**config.mk**
```make
export PLATFORM = sky130hd
export DESIGN_NAME = exec_mem_reg
export DESIGN_NICKNAME = d
export VERILOG_FILES = /design/src/rtl/exec_mem_reg.sv
export SDC_FILE = /design/constraint.sdc
export NUM_CORES = 1
export LEC_CHECK = 0
export ABC_AREA = 1
export ABC_CLOCK_PERIOD_IN_PS = 5490
export CAP_MARGIN = 30
export CORE_UTILIZATION = 25
export CTS_BUF_LIST = sky130_fd_sc_hd__clkbuf_16
export CTS_CLUSTER_SIZE = 24
export DETAILED_ROUTE_END_ITERATION = 12
export GPL_TIMING_DRIVEN = 0
export PLACE_DENSITY = 0.63
export REMOVE_ABC_BUFFERS = 1
export SYNTH_ARGS = -nofsm -noshare
export SYNTH_HDL_FRONTEND = slang
export SYNTH_SLANG_ARGS = --single-unit
```
**constraint.sdc**
```tcl
create_clock -name clk -period 5.49 [get_ports clk]
set_input_delay 0.8235 -clock clk [delete_from_list [all_inputs] [get_ports clk]]
set_output_delay 0.8235 -clock clk [all_outputs]
set_load 0.005 [all_outputs]
```
**src/rtl/exec_mem_reg.sv**
```systemverilog
// Execute-to-memory pipeline register plus architectural condition codes.
// M_* outputs load one cycle after their execute-stage inputs; stall holds them and bubble loads a nop.
module exec_mem_reg (
  input  logic               clk,
  input  logic               rst,
  input  logic [3:0]         E_icode,
  input  logic [3:0]         E_dstE,
  input  logic [3:0]         E_dstM,
  input  logic signed [63:0] E_valA,
  input  logic [1:0]         E_stat,
  input  logic               e_Cnd,
  input  logic               e_zf,
  input  logic               e_sf,
  input  logic               e_of,
  input  logic signed [63:0] e_valE,
  input  logic               M_stall,
  input  logic               M_bubble,
  input  logic [1:0]         m_stat,
  input  logic [1:0]         W_stat,
  output logic [1:0]         M_stat,
  output logic [3:0]         M_icode,
  output logic               M_Cnd,
  output logic signed [63:0] M_valE,
  output logic signed [63:0] M_valA,
  output logic [3:0]         M_dstE,
  output logic [3:0]         M_dstM,
  output logic               cc_zf,
  output logic               cc_sf,
  output logic               cc_of,
  output logic [3:0]         e_dstE
);

  localparam logic [1:0] STAT_AOK = 2'b00;
  localparam logic [3:0] I_NOP    = 4'h1;
  localparam logic [3:0] I_CMOV   = 4'h2;
  localparam logic [3:0] I_OPQ    = 4'h6;
  localparam logic [3:0] RNONE    = 4'hF;

  logic set_cc;

  // A conditional move that fails its condition must not forward a result.
  assign e_dstE = (E_icode == I_CMOV && !e_Cnd) ? RNONE : E_dstE;

  // Flags only change when no older instruction in memory/write-back is excepting.
  assign set_cc = (E_icode == I_OPQ) && (m_stat == STAT_AOK) && (W_stat == STAT_AOK);

  always_ff @(posedge clk or posedge rst) begin
    if (rst) begin
      M_stat  <= STAT_AOK;
      M_icode <= I_NOP;
      M_Cnd   <= 1'b0;
      M_valE  <= '0;
      M_valA  <= '0;
      M_dstE  <= RNONE;
      M_dstM  <= RNONE;
    end else if (!M_stall) begin
      if (M_bubble) begin
        M_stat  <= STAT_AOK;
        M_icode <= I_NOP;
        M_Cnd   <= 1'b0;
        M_valE  <= '0;
        M_valA  <= '0;
        M_dstE  <= RNONE;
        M_dstM  <= RNONE;
      end else begin
        M_stat  <= E_stat;
        M_icode <= E_icode;
        M_Cnd   <= e_Cnd;
        M_valE  <= e_valE;
        M_valA  <= E_valA;
        M_dstE  <= e_dstE;
        M_dstM  <= E_dstM;
      end
    end
  end

  always_ff @(posedge clk or posedge rst) begin
    if (rst) begin
      cc_zf <= 1'b1;
      cc_sf <= 1'b0;
      cc_of <= 1'b0;
    end else if (set_cc) begin
      cc_zf <= e_zf;
      cc_sf <= e_sf;
      cc_of <= e_of;
    end
  end

endmodule

```
==> impl_results.md <==
* CTS sink count at 146
* Largest net degree at the start of global routing at 101
* Post-synth ARST share at 100%
* Sequential-to-total area share from yosys stat at 68.4%
* Synth Instances at 367
* Top cell type's share of synthesized area at 63.5%
* CP max stage delay at 510 ps
* Post-synth cell types at 18
* Slew headroom at 59.2%
* Crit path time final at 3120 ps
* Final setup vio count at 0
* First-pass GRT wire length at 23.7 mm
* Hold buffer count at cts at 0
* Final ANT Viol Nets at 0
* Worst-path clk slew at 60 ps
* Setup CP Type: primary input to output port
* Main flop type after synthesis: dfrtp_1
* Post-DP HPWL at 11.0 mm
* Worst Hold Class: register to register
* Crit Path Max Fanout at 8
* Starting density of the core at 25.5%
* RSZ-0062 raised after global routing: false
* Synth Warn # at 0
* Critical Path RT at 4670 ps
* Number of global-route vias before repair at 4413
* CP top delay family: buffers and inverters
* Antenna violations before repair at 1
* Io pins at 304
* Grt ovf at 0
* Ant. Diodes at 0
* Crit share post-route at 56.8%
* Outcome: finished clean
* Row Count at 53
* Cell area after synthesis at 5360 um2
* Via-to-Cell Ratio at 4.39
* Pwr/cell area at 297 nW/um2
* Skew-Pair Late Insertion Delay at 400 ps
* Post-route cell area at 9120 um2
* Max-Cap Viols at 0
* Die ar. at 22000 um2
* Critical path's slowest cell: clkdlybuf4s50_1
* Initial DRT Pass Iterations at 4
* Worst R2R Path Depth at 3
* GPL Wtd Cong at 0.839
* Via count at 4173
* R2R Setup Slk at 4690 ps
* Leakage at 4.00 nW
* CTS tree: yes
* Top-count cell post-synth: dfrtp_1
* Worst hold endpoint: cc_zf$_DFFE_PP1P_
* H-tree Lvls at 4
* Arr. time, crit path at 2300 ps
* Critical path endpoint category: output port
* Pins over their slew limit at 0
* Min-Delay Path Depth at 2
* Final WL at 15.3 mm
* Fmax achieved at 0.321 GHz
* Synth area leaders: dfrtp_1 63%, a22o_1 22%, dfstp_2 4.9%, buf_6 3.2%, nand2_1 1.3%
* Layout Nets at 817
* Post-DR wirelength/cell at 16.1 um
* Yosys reg bits at 146
* Initial DRC Count at 171
* Buffers plus inverters on the worst setup path at 3
* Worst Tran Pin Value at 613 ps
* Cts repair resizes at 0
* Root buffer cell: clkbuf_16
* TNS Setup at 0 ps
* Worst r2r dst: M_dstE[3]$_DFFE_PP1N_
* Final hold vios at 0
* Number of flops mapped to enable cells by yosys at 0
* Area Growth Syn to Fin at 70.2%
* Worst Hold Launch: cc_zf$_DFFE_PP1P_
* DIE HEIGHT at 148 um
* Leading area contributor after synthesis: dfrtp_1
* Max Buffers Root-to-Sink at 2
* Share of cells above drive strength 1 at 7.10%
* DP Area at 8590 um2
* Worst Setup Start Kind: primary input
* TritonCTS buffer count at 17
* # Post-CTS Setup Buffers at 0
* Crit path top cell by count: clkdlybuf4s50_1
* Synth Area per Inst at 14.6 um2
* Gr usage total at 13.8%
* VDD IR max at 0.170 mV
* R2r startpoint: M_dstE[3]$_DFFE_PP1N_
* Layout Skew at 0 ps
* Die width at 148 um
* Core area at 21000 um2
* Critical path, cell by cell: clkdlybuf4s50_1 > inv_1 > nor2_1 > nand3_1 > nand2_1 > clkdlybuf4s50_1
* DRC violations left at 0
* PortBufs at 303
* Synth cell count leaders: 136 x dfrtp_1, 132 x a22o_1, 19 x nand2_1
-- placed cells by master, fill, tap and decap left out --
cell type        count
a22o_1             132
buf_12               2
buf_16               2
buf_4                1
clkbuf_16           17
clkdlybuf4s50_1    302
clkinv_1             1
clkinv_4             3
clkinvlp_4           5
dfrtp_1            136
dfstp_2             10
inv_1               15
inv_2                1
inv_6                5
nand2_1             19
nand3_1              8
nor2_1               4
nor2_8               1
nor3_2               1
o21ai_1              2
o22a_1               5
or2_0                4
-- worst max-delay path by stage --
stage          startpoint                      to  slack (ps)  cells past startpoint
6_report       E_icode[1]               e_dstE[1]        2370                      6
5_1_grt        E_icode[1]               e_dstE[0]        2250                      6
4_1_cts        E_icode[1]               e_dstE[1]        2350                      6
3_5_place_dp   E_icode[1]               e_dstE[1]        2370                      6
3_3_place_gp      M_stall  M_icode[0]$_DFFE_PP1N_       -1490                      4
2_1_floorplan         rst       M_Cnd$_DFFE_PP0N_         760                      1
-- worst min-delay path, cell delays in order, from the launching register on --
cell,delay [ps]
dfstp_2,370
nand2_1,50
nand2_1,50
-- through the flow --
step / hold WS [ps] / util, % / setup WS (ps) / power, mW / instances
after detailed placement: 462 / 40.9 / 2370 / 1.69 / 919
after global placement: 462 / 40.4 / -1490 / 1.68 / 915
after global routing: 511 / 43.4 / 2250 / 2.84 / 951
final: 469 / 43.4 / 2370 / 2.71 / 951
after floorplan: 453 / - / 760 / 1.34 / 337
after CTS: 473 / 43.4 / 2350 / 2.76 / 951
-- per-layer routing --
metal / GRT usage, % / part of all wire [%] / routed length, um
met1: 16.2 / 41 / 6230
met2: 23.6 / 51 / 7750
met3: 4.14 / 6.5 / 990
met4: 5.21 / 1.9 / 290
met5: 0 / 0.085 / 13
-- registers in the layout (all words and copies together), names as in the netlist --
register  cells
M_Cnd         1
M_dstM        4
cc_of         1
M_dstE        4
M_valA       64
M_stat        2
M_icode       4
cc_sf         1
cc_zf         1
M_valE       64
-- power by group --
part	internal, mW	total [mW]	switching [mW]
clock	0.580	1.04	0.462
sequential	1.16	1.21	0.0497
combinational	0.304	0.450	0.146
-- cell families (layout without fill, tap and decap cells) --
kind of cell | count (synthesis) | after routing | synth area share, %
buffers and inverters | 45 | 354 | 5.67
DFF | 146 | 146 | 68.4
and+or+nand+nor | 37 | 37 | 3.38
AOI/OAI and AO/OA | 139 | 139 | 22.6
-- final cells by class --
| cell class | count | area, um2 |
|---|---|---|
| Clock inverter | 15 | 110 |
| Multi-Input combinational cell | 176 | 1390 |
| Timing Repair Buffer | 307 | 3130 |
| Tap cell | 275 | 344 |
| Sequential cell | 146 | 3670 |
| Clock buffer | 17 | 425 |
| Fill cell | 1920 | 11900 |
| Inverter | 15 | 61.3 |
Power figures use the tool's default switching activity.
